`config.mk`:
```
export PLATFORM = sky130hd
export DESIGN_NAME = alu_serial_seq_flat
export DESIGN_NICKNAME = d
export VERILOG_FILES = /design/src/rtl/alu_serial_seq_pkg.sv /design/src/rtl/alu_serial_seq_if.sv /design/src/rtl/alu_serial_seq_bit_core.sv /design/src/rtl/alu_serial_seq.sv /design/src/flat_wrapper.sv
export SDC_FILE = /design/constraint.sdc
export NUM_CORES = 1
export LEC_CHECK = 0
export ABC_AREA = 1
export CORE_UTILIZATION = 48
export DETAILED_ROUTE_END_ITERATION = 10
export HOLD_SLACK_MARGIN = 0.03
export PLACE_DENSITY = 0.77
export SYNTH_ARGS = -nofsm -noshare
export SYNTH_HDL_FRONTEND = slang
export SYNTH_SLANG_ARGS = --single-unit
export TNS_END_PERCENT = 10
```
`constraint.sdc`:
```
create_clock -name clk -period 1.4 [get_ports clk]
set_input_delay 0.28 -clock clk [delete_from_list [all_inputs] [get_ports clk]]
set_output_delay 0.28 -clock clk [all_outputs]
set_load 0.01 [all_outputs]
```
`src/rtl/alu_serial_seq_pkg.sv`:
```
// Shared encodings and helpers for the bit-serial ALU sequencer and its 1-bit slice.
package alu_pkg;

    typedef enum logic [2:0] {
        OP_AND  = 3'b000,
        OP_OR   = 3'b001,
        OP_ADD  = 3'b010,
        OP_NAND = 3'b011,
        OP_NOR  = 3'b100,
        OP_RSVD = 3'b101,
        OP_SUB  = 3'b110,
        OP_SLT  = 3'b111
    } op_e;

    typedef enum logic [1:0] {
        IDLE,
        RUN,
        DONE
    } state_e;

    // Ops that run the carry chain (the reserved code behaves as ADD).
    function automatic logic is_arith(op_e op);
        return (op == OP_ADD) || (op == OP_SUB) || (op == OP_SLT) || (op == OP_RSVD);
    endfunction

    function automatic logic needs_binvert(op_e op);
        return (op == OP_SUB) || (op == OP_SLT);
    endfunction

    function automatic logic reports_carry(op_e op);
        return (op == OP_ADD) || (op == OP_SUB) || (op == OP_SLT);
    endfunction

endpackage

```
`src/rtl/alu_serial_seq_if.sv`:
```
// Start/done handshake and operand/result bus between a datapath and the serial ALU.
interface alu_serial_seq_if #(
    parameter int WIDTH = 32
);
    logic             start;
    logic             clr;
    logic [2:0]       op;
    logic [WIDTH-1:0] a;
    logic [WIDTH-1:0] b;
    logic             busy;
    logic             done;
    logic [WIDTH-1:0] result;
    logic             overflow;
    logic             carry_out;
    logic             zero;

    modport master (
        output start, clr, op, a, b,
        input  busy, done, result, overflow, carry_out, zero
    );

    modport slave (
        input  start, clr, op, a, b,
        output busy, done, result, overflow, carry_out, zero
    );
endinterface

```
`src/rtl/alu_serial_seq_bit_core.sv`:
```
// Combinational 1-bit ALU slice; the sequencer feeds it one operand bit pair per clock.
module alu_bit_core
    import alu_pkg::*;
(
    input  logic a,
    input  logic b,
    input  logic binvert,
    input  logic cin,
    input  op_e  op,
    input  logic is_msb,
    output logic res,
    output logic cout,
    output logic set,
    output logic ovf
);

    logic b_eff;
    logic sum;
    logic carry;

    assign b_eff = b ^ binvert;
    assign sum   = a ^ b_eff ^ cin;
    assign carry = (a & b_eff) | (cin & (a ^ b_eff));

    always_comb begin
        res  = 1'b0;
        cout = 1'b0;
        set  = 1'b0;
        ovf  = 1'b0;
        case (op)
            OP_AND:                  res = a & b;
            OP_OR:                   res = a | b;
            OP_NAND:                 res = ~(a & b);
            OP_NOR:                  res = ~(a | b);
            OP_ADD, OP_SUB, OP_RSVD: res = sum;
            default:                 res = 1'b0;
        endcase
        if (is_arith(op)) begin
            cout = carry;
        end
        // Set is the raw sign of the difference, with no overflow correction.
        if (is_msb) begin
            set = sum;
            if ((op == OP_ADD) || (op == OP_SUB)) begin
                ovf = cin ^ carry;
            end
        end
    end

endmodule

```
`src/rtl/alu_serial_seq.sv`:
```
// Bit-serial ALU sequencer: one operand bit per clock, LSB first, through alu_bit_core.
module alu_serial_seq
    import alu_pkg::*;
#(
    parameter int WIDTH = 32
) (
    input logic              clk,
    input logic              rst_n,
    alu_serial_seq_if.slave  bus
);

    localparam int CW = (WIDTH > 1) ? $clog2(WIDTH) : 1;
    localparam logic [CW-1:0] LAST = CW'(WIDTH - 1);

    state_e           state;
    state_e           state_next;
    logic [CW-1:0]    cnt;
    logic [WIDTH-1:0] a_sh;
    logic [WIDTH-1:0] b_sh;
    logic [WIDTH-1:0] res_sh;
    logic             carry;
    logic             binvert;
    op_e              op_r;
    logic             ovf_q;
    logic             set_q;
    logic             cout_q;
    logic             done_q;
    logic [WIDTH-1:0] result_q;
    logic             overflow_q;
    logic             carry_out_q;
    logic             zero_q;

    logic             accept;
    logic             finish;
    logic             last_bit;
    logic             slice_res;
    logic             slice_cout;
    logic             slice_set;
    logic             slice_ovf;
    logic [WIDTH-1:0] final_res;

    assign last_bit  = (cnt == LAST);
    assign final_res = (op_r == OP_SLT) ? {{(WIDTH-1){1'b0}}, set_q} : res_sh;

    alu_bit_core u_bit_core (
        .a       (a_sh[0]),
        .b       (b_sh[0]),
        .binvert (binvert),
        .cin     (carry),
        .op      (op_r),
        .is_msb  (last_bit),
        .res     (slice_res),
        .cout    (slice_cout),
        .set     (slice_set),
        .ovf     (slice_ovf)
    );

    always_ff @(posedge clk or negedge rst_n) begin
        if (!rst_n) begin
            state <= IDLE;
        end else begin
            state <= state_next;
        end
    end

    // A start is refused during the done cycle too, since busy is still high there.
    always_comb begin
        state_next = state;
        accept     = 1'b0;
        finish     = 1'b0;
        case (state)
            IDLE: begin
                if (bus.start && !bus.clr && !done_q) begin
                    accept     = 1'b1;
                    state_next = RUN;
                end
            end
            RUN: begin
                if (bus.clr) begin
                    state_next = IDLE;
                end else if (last_bit) begin
                    state_next = DONE;
                end
            end
            DONE: begin
                state_next = IDLE;
                finish     = !bus.clr;
            end
            default: state_next = IDLE;
        endcase
    end

    always_ff @(posedge clk or negedge rst_n) begin
        if (!rst_n) begin
            cnt     <= '0;
            a_sh    <= '0;
            b_sh    <= '0;
            res_sh  <= '0;
            carry   <= 1'b0;
            binvert <= 1'b0;
            op_r    <= OP_AND;
            ovf_q   <= 1'b0;
            set_q   <= 1'b0;
            cout_q  <= 1'b0;
        end else if (accept) begin
            cnt     <= '0;
            a_sh    <= bus.a;
            b_sh    <= bus.b;
            res_sh  <= '0;
            carry   <= needs_binvert(op_e'(bus.op));
            binvert <= needs_binvert(op_e'(bus.op));
            op_r    <= op_e'(bus.op);
        end else if ((state == RUN) && !bus.clr) begin
            a_sh   <= a_sh >> 1;
            b_sh   <= b_sh >> 1;
            res_sh <= {slice_res, res_sh[WIDTH-1:1]};
            carry  <= slice_cout;
            if (last_bit) begin
                ovf_q  <= slice_ovf;
                set_q  <= slice_set;
                cout_q <= slice_cout & reports_carry(op_r);
            end else begin
                cnt <= cnt + 1'b1;
            end
        end
    end

    // Visible results move together, only in the cycle that raises done.
    always_ff @(posedge clk or negedge rst_n) begin
        if (!rst_n) begin
            done_q      <= 1'b0;
            result_q    <= '0;
            overflow_q  <= 1'b0;
            carry_out_q <= 1'b0;
            zero_q      <= 1'b1;
        end else begin
            done_q <= finish;
            if (finish) begin
                result_q    <= final_res;
                overflow_q  <= ovf_q;
                carry_out_q <= cout_q;
                zero_q      <= (final_res == '0);
            end
        end
    end

    assign bus.busy      = (state != IDLE) || done_q;
    assign bus.done      = done_q;
    assign bus.result    = result_q;
    assign bus.overflow  = overflow_q;
    assign bus.carry_out = carry_out_q;
    assign bus.zero      = zero_q;

endmodule

```
`src/flat_wrapper.sv`:
```
// flat-port wrapper written by rule: the top's interface ports become plain ports
module alu_serial_seq_flat import alu_pkg::*;
#(
    parameter int WIDTH = 32
)
  (clk, rst_n, bus_start, bus_clr, bus_op, bus_a, bus_b, bus_busy, bus_done, bus_result, bus_overflow, bus_carry_out, bus_zero);
  alu_serial_seq_if #(.WIDTH(WIDTH)) bus_i ();
  input logic clk;
  input logic rst_n;
  input wire logic [$bits(bus_i.start)-1:0] bus_start;
  input wire logic [$bits(bus_i.clr)-1:0] bus_clr;
  input wire logic [$bits(bus_i.op)-1:0] bus_op;
  input wire logic [$bits(bus_i.a)-1:0] bus_a;
  input wire logic [$bits(bus_i.b)-1:0] bus_b;
  output wire logic [$bits(bus_i.busy)-1:0] bus_busy;
  output wire logic [$bits(bus_i.done)-1:0] bus_done;
  output wire logic [$bits(bus_i.result)-1:0] bus_result;
  output wire logic [$bits(bus_i.overflow)-1:0] bus_overflow;
  output wire logic [$bits(bus_i.carry_out)-1:0] bus_carry_out;
  output wire logic [$bits(bus_i.zero)-1:0] bus_zero;
  assign bus_i.start = bus_start;
  assign bus_i.clr = bus_clr;
  assign bus_i.op = bus_op;
  assign bus_i.a = bus_a;
  assign bus_i.b = bus_b;
  assign bus_busy = bus_i.busy;
  assign bus_done = bus_i.done;
  assign bus_result = bus_i.result;
  assign bus_overflow = bus_i.overflow;
  assign bus_carry_out = bus_i.carry_out;
  assign bus_zero = bus_i.zero;
  alu_serial_seq #(.WIDTH(WIDTH)) u_core (.clk(clk), .rst_n(rst_n), .bus(bus_i));
endmodule
```
; Yosys cells after proc, flatten, opt, wreduce, memory -nomap -nowiden
; Cells that the tools add are included.
[word_totals]
ff_bits = 147
latch_bits = 0
mem_bits_rw = 0
mem_bits_ro = 0
in_bits = 71
output_inout_bits = 37
mem_count = 0
[classes]
n_addsub = 1
multipliers = 0
div = 0
order_cmp = 0
n_eq_ne = 15
shift = 0
muxes = 22
n_bitwise = 13
reduce_logical = 19
[ops]
columns = cell, count
row1 = $mux W32, 7
row2 = $logic_not A32 Y1, 1
row3 = $eq A3 B3 Y1 const B, 6
row4 = $mux W5, 3
row5 = $mux W1, 7
row6 = $eq A3 B2 Y1 const B, 2
row7 = $mux W2, 3
row8 = $add A5 B1 Y5 const B, 1
row9 = $eq A5 B5 Y1 const B, 1
row10 = $logic_or A1 B1 Y1, 5
row11 = $pmux W1 S5, 1
row12 = $and A1 B1 Y1, 4
row13 = $ne A2 B1 Y1 const B, 2
row14 = $pmux W2 S2, 1
row15 = $reduce_and A2 Y1, 2
row16 = $reduce_bool A2 Y1, 2
row17 = $xor A1 B1 Y1, 4
row18 = $eq A3 B1 Y1 const B, 1
row19 = $logic_and A1 B1 Y1, 3
row20 = $logic_not A3 Y1, 1
row21 = $ne A3 B2 Y1 const B, 1
row22 = $not A1 Y1, 3
row23 = $reduce_and A3 Y1, 1
row24 = $reduce_or A3 Y1, 1
row25 = 5 further kinds, 7

; Depth between registers and ports, before layout
[depth]
depth_word = 7
mapped_depth = 10
depth_no_buf = 10

; Hierarchy
; Synthesis repeated with hierarchy kept, for this count alone.
[unflattened]
hier_cells = 710
area_unflattened_um2 = 6462.4
[modules_own_cells]
columns = module, n_inst, cells_each, area_each_um2, seq_area_each_um2
row1 = alu_serial_seq, 1, 685, 6318.6, 3679.8
row2 = alu_bit_core, 1, 25, 143.9, 0.0

; Worst setup path after synthesis
; Ideal clock, no wire load.
[synth_path]
kind = reg-to-reg
startpoint = register u_core.cnt[0]
endpoint = register u_core.cnt[3]
arrival_ns = 1.415
t_required_ns = 1.323
slack_ns = -0.093
path_stages_with_launch = 10
path_buffers = 0
synth_period_minus_slack_ns = 1.493
cell_sequence = dfrtp_1 > ha_1 > inv_1 > nor3_1 > ha_1 > inv_1 > nand2_1 > nor2_1 > o21ai_0 > a21oi_1
[synth_via]
elab_chain_cells = 4
[synth_rtl]
columns = element, line
row1 = from (decl), alu_serial_seq.sv:17  ; logic [CW-1:0] cnt;
row2 = from (signal assigned), alu_serial_seq.sv:123  ; cnt <= cnt + 1'b1;
row3 = $add A5 B1 Y5, alu_serial_seq.sv:123
row4 = $mux W5, alu_serial_seq.sv:118  ; if (last_bit) begin
row5 = $mux W5, alu_serial_seq.sv:113  ; end else if ((state == RUN) && !bus.clr) begin
row6 = $mux W5, alu_serial_seq.sv:105  ; end else if (accept) begin
; Several ways; a longest one is shown, not always the timed one. The select of a mux whose other input is x is not followed.
; A chain may end at the register's enable or synchronous reset.

; Final worst setup path
[layout_path]
startpoint = register u_core.binvert
endpoint = register u_core.res_sh[31]
[layout_via]
elab_chain_cells = 6
[layout_rtl]
columns = element, line
row1 = from (decl), alu_serial_seq.sv:22  ; logic binvert;
row2 = from (signal assigned), alu_serial_seq.sv:111  ; binvert <= needs_binvert(op_e'(bus.op));
row3 = $xor A1 B1 Y1, alu_serial_seq_bit_core.sv:21  ; assign b_eff = b ^ binvert;
row4 = $xor A1 B1 Y1 (2 in a row), alu_serial_seq_bit_core.sv:22  ; assign sum = a ^ b_eff ^ cin;
row5 = $pmux W1 S5, alu_serial_seq_bit_core.sv:30  ; case (op)
row6 = $mux W32, alu_serial_seq.sv:113
row7 = $mux W32, alu_serial_seq.sv:105
row8 = to (signal assigned), alu_serial_seq.sv:116  ; res_sh <= {slice_res, res_sh[WIDTH-1:1]};
row9 = to (decl), alu_serial_seq.sv:20  ; logic [WIDTH-1:0] res_sh;
; Every way passes these cells. The select of a mux whose other input is x is not followed.

==> summary by stage <==
Run status
The run finished, with violations left. The final reports fail on setup timing.

Synth
The count of cell types in the netlist is 30. Each instance of the synthesized netlist takes up on average 9.29 um^2. Synthesis handed over a netlist of 678 instances. The yosys synthesis warning count is 0. The synthesis-stage register bit count is 147.

The total nets after synthesis is 752. Summing the sequential cell areas from Yosys gives 58.4% of the chip area. The netlist area before placement is 0.00630 mm^2.

Critical path
STA puts the critical path data required time at 1.74 ns. Together, buffers and inverters on the worst path number 0. The number of cells on the worst reg-to-reg path is 7. The kind of cell with the highest combined delay along the critical path is adder cells.

The most frequent cell on the critical path is sky130_fd_sc_hd__nand3_2. STA classifies the critical path endpoint as a flip-flop. On the worst path, the slowest cell contributes a delay of 0.47 ns. The endpoint of the worst register-to-register path is u_core.res_sh[31]$_DFFE_PN0P_.

The data arrival time of the critical path is 1.93 ns. The worst flop-to-flop path startpoint is u_core.binvert$_DFFE_PN0P_. STA classifies the critical path startpoint as a flip-flop. The signal on the critical path passes through xnor2_2, fa_1, a21oi_2, nand2_1, nand3_2, nand3_2, o21ai_1.

The maximum fanout along the worst path is 2. In this run the register-to-register setup slack is -0.19 ns. By startpoint and endpoint, the worst setup path is classified as reg2reg. For this design, the slowest cell found on the critical path is sky130_fd_sc_hd__fa_1.

Detailed routing
The number of nets with antenna violations after detailed routing is 0. The average wire length per cell after detail routing is 15.3 um. The number of vias after detailed routing is 5355.

Using the TritonRoute via totals, the vias-per-cell ratio works out to 5.38. The first routing iteration left 329 violations. The first TritonRoute pass finished after 4 iterations. In the routed design, unresolved DRC markers number 0. The sum of routed wire length over all layers is 15200 um.

Final layout
Leaving out filler cells and counting taps, the final layout contains 995. The relative area change from synthesis to final layout is 36.1%. The layout cell share with drive strength beyond 1 is 14.0%.

The finished layout cell area is 0.00857 mm^2. The net count of the finished layout is 885. 0 antenna diodes ended up in the layout.

Die
The x dimension of the die is 117 um. The die is 117 um tall. The initial cell density of the core is 49.5%. The total area inside the core boundary comes to 0.0127 mm^2. The number of top-level design ports is 108. The full die area is 0.0136 mm^2. The floorplan has 41 rows.

CTS
After clock tree synthesis, the clock-pin slew on the worst setup and hold paths is 0.06 ns. Clock tree synthesis found a total of 147 sinks. The number of clock buffers inserted by TritonCTS is 17.

TritonCTS built the clock tree. The H-tree was split into 4 levels. The longest clock path from root to sink contains 2 buffers. The clock latency reported for the late side of the worst-skew pair is 0.41 ns. The buffer cell driving the clock tree root is sky130_fd_sc_hd__clkbuf_16.

GRT
The number of global-route vias before repair came to 5459. The overall fraction of global-route tracks in use is 24.3%. The global-route congestion overflow total is 0. The first global-routing pass estimated 25500 um of wire. The maximum number of pins on one net before global-route repair is 50. The initial antenna violation count is 0.

Timing
The setup violation total in the final timing report is 101. Across all setup checks in the final design, the least slack found is -0.194 ns. For the finished layout, the period the worst path requires is 1.59 ns.

The final-report max-slew violation count is 0. The slew at the pin with the worst max-slew slack is 0.302 ns. Summed over all failing endpoints, the final setup total negative slack is -9.91 ns. Across the routed clock network, the largest skew measured is 0.00571 ns.

Of the available clock period, the critical path in the final layout requires 114%. Setup repair after global routing could not meet its margin everywhere. The worst slew slack as a fraction of its limit is 79.9%. The final hold violation count is 0. The achievable frequency is 0.627 GHz.

Power and ir drop
The share of power burned in combinational logic is 18.9%. Of the total power, the clock network draws 39.1%. The portion of total power attributed to sequential cells is 42.0%. Of the total power, the share spent switching nets is 26.7%.

The total internal power is 0.00893 W. The total net switching power is 0.00326 W. The leakage power of the design is 4.09 nW. VDD sags by at most 0.000924 V.

The power density normalized to cell area is 1420 mW/mm^2.

Placement
The number of cells in the design after placement is 956. The number of port buffers is 107. The post-detailed-placement half-perimeter wirelength is 9830 um. The congestion estimate from routability-driven global placement came to 0.799.

The placed instances occupy a cell area of 0.00781 mm^2.

Worst hold path
The min-delay analysis places its worst path in the category in2async.

Flow run
Max-cap violations in this run came to 0.
worst max path at each step:
stage,from,endpoint,slack [ns],depth (start not counted)
2_1_floorplan,u_core.b_sh[0]$_DFFE_PN0P_,u_core.res_sh[31]$_DFFE_PN0P_,-0.04,7
3_3_place_gp,bus_clr,u_core.b_sh[15]$_DFFE_PN0P_,-0.36,6
3_5_place_dp,bus_clr,u_core.bus.result[19]$_DFFE_PN0P_,-0.42,6
4_1_cts,u_core.b_sh[0]$_DFFE_PN0P_,u_core.res_sh[31]$_DFFE_PN0P_,-0.18,7
5_1_grt,u_core.cnt[0]$_DFFE_PN0P_,u_core.cnt[3]$_DFFE_PN0P_,-0.27,9
6_report,u_core.binvert$_DFFE_PN0P_,u_core.res_sh[31]$_DFFE_PN0P_,-0.19,7
timing repair:
item / in CTS / in global routing
endpoints found under the setup margin: 125 / 144
hold buffers: 1 / 0
endpoints found under the hold margin: 26 / 0
pin swaps: 2 / 14
setup buffers: 3 / 5
gates resized for setup: 51 / 38
routing by layer:
layer  routed length, um  up-vias  global-route usage (%)
li1                    -     2543                       -
met1                6380     2599                    30.1
met2                7800      189                    42.6
met3                 805       24                    5.81
met4                 212        0                    6.58
met5                   0        -                       0
final cells by class:
| class | instances | area, um^2 |
|---|---|---|
| sequential | 147 | 3680 |
| inverter | 86 | 328 |
| clock buffer | 19 | 443 |
| timing repair buffer | 155 | 1550 |
| multi-input combinational | 404 | 2180 |
| fill | 986 | 4150 |
| tap | 172 | 215 |
| clock inverter | 12 | 179 |
cells in the final DEF, fill, tap and decap left out, drive strengths merged:
| master | Yosys | routed |
|---|---|---|
| nand2 | 185 | 185 |
| dfrtp | 146 | 146 |
| inv | 86 | 89 |
| o21ai | 71 | 71 |
| clkdlybuf4s50 | 0 | 68 |
| o221ai | 58 | 58 |
| nand3 | 53 | 53 |
| buf | 30 | 50 |
| dlygate4sd2 | 0 | 25 |
| clkbuf | 11 | 20 |
| nor2 | 16 | 16 |
| clkdlybuf4s15 | 0 | 10 |
| clkinv | 0 | 5 |
| bufinv | 0 | 4 |
| nor3 | 4 | 4 |
| o211ai | 3 | 3 |
| a21oi | 3 | 3 |
| nand4 | 2 | 2 |
| ha | 2 | 2 |
| xnor2 | 2 | 2 |
| xor2 | 1 | 1 |
| a31oi | 1 | 1 |
| o21a | 1 | 1 |
| o21bai | 1 | 1 |
| fa | 1 | 1 |
| dlygate4sd3 | 0 | 1 |
| dfstp | 1 | 1 |
state kept, by name, summed over array words and instances (netlist names):
name,cells
u_core.binvert,1
u_core.set_q,1
u_core.bus.done,1
u_core.ovf_q,1
u_core.b_sh,32
u_core.bus.zero,1
u_core.carry,1
u_core.a_sh,32
u_core.cnt,5
u_core.bus.carry_out,1
u_core.bus.result,32
u_core.res_sh,32
u_core.state,2
u_core.cout_q,1
u_core.bus.overflow,1
u_core.op_r,3
worst register-to-register path: stages (launching register included):
cell                      delay (ns)
sky130_fd_sc_hd__dfrtp_1        0.41
sky130_fd_sc_hd__xnor2_2        0.20
sky130_fd_sc_hd__fa_1           0.47
sky130_fd_sc_hd__a21oi_2        0.12
sky130_fd_sc_hd__nand2_1        0.07
sky130_fd_sc_hd__nand3_2        0.10
sky130_fd_sc_hd__nand3_2        0.07
sky130_fd_sc_hd__o21ai_1        0.07
cell families after synthesis:
| logic type | after synthesis | synth area share [%] |
|---|---|---|
| DFF | 147 | 58.4 |
| and+or+nand+nor | 260 | 17.4 |
| xor gates and xnor gates | 3 | 0.417 |
| buffers and inverters | 127 | 8.40 |
| adders and majority gates | 3 | 0.715 |
| AOI/OAI and AO/OA | 138 | 14.6 |
per-stage QoR:
step	setup WS, ns	total power [W]	util (%)	hold WS, ns
floorplan	-0.0375	0.00637	-	-0.0156
global placement	-0.363	0.00713	61.4	0.175
detailed placement	-0.421	0.00728	61.4	0.176
CTS	-0.183	0.0121	66.3	0.324
global route	-0.268	0.0128	67.4	0.346
finish	-0.194	0.0122	67.4	0.317
cells in the mapped netlist, drive strengths merged:
cell,instances,share of area (%)
xor2,1,0.14
ha,2,0.40
dfstp,1,0.42
o21bai,1,0.12
dfrtp,146,58
nand3,53,4.4
nand4,2,0.20
o21a,1,0.12
nor3,4,0.68
xnor2,2,0.28
o211ai,3,0.36
clkbuf,11,0.66
nand2,185,11
a31oi,1,0.099
o21ai,71,5.6
nor2,16,1.1
o221ai,58,8.1
inv,86,5.1
a21oi,3,0.24
buf,30,2.6
fa,1,0.32
power groups by stage:
stage	sequential, W	combinational, W	clock, W
6_report	0.00512	0.00231	0.00476
5_1_grt	0.00517	0.00258	0.00500
4_1_cts	0.00512	0.00217	0.00484
3_5_place_dp	0.00518	0.00210	0
3_3_place_gp	0.00515	0.00198	0
2_1_floorplan	0.00514	0.00123	0
No activity file was read; power rests on OpenSTA's default activity.
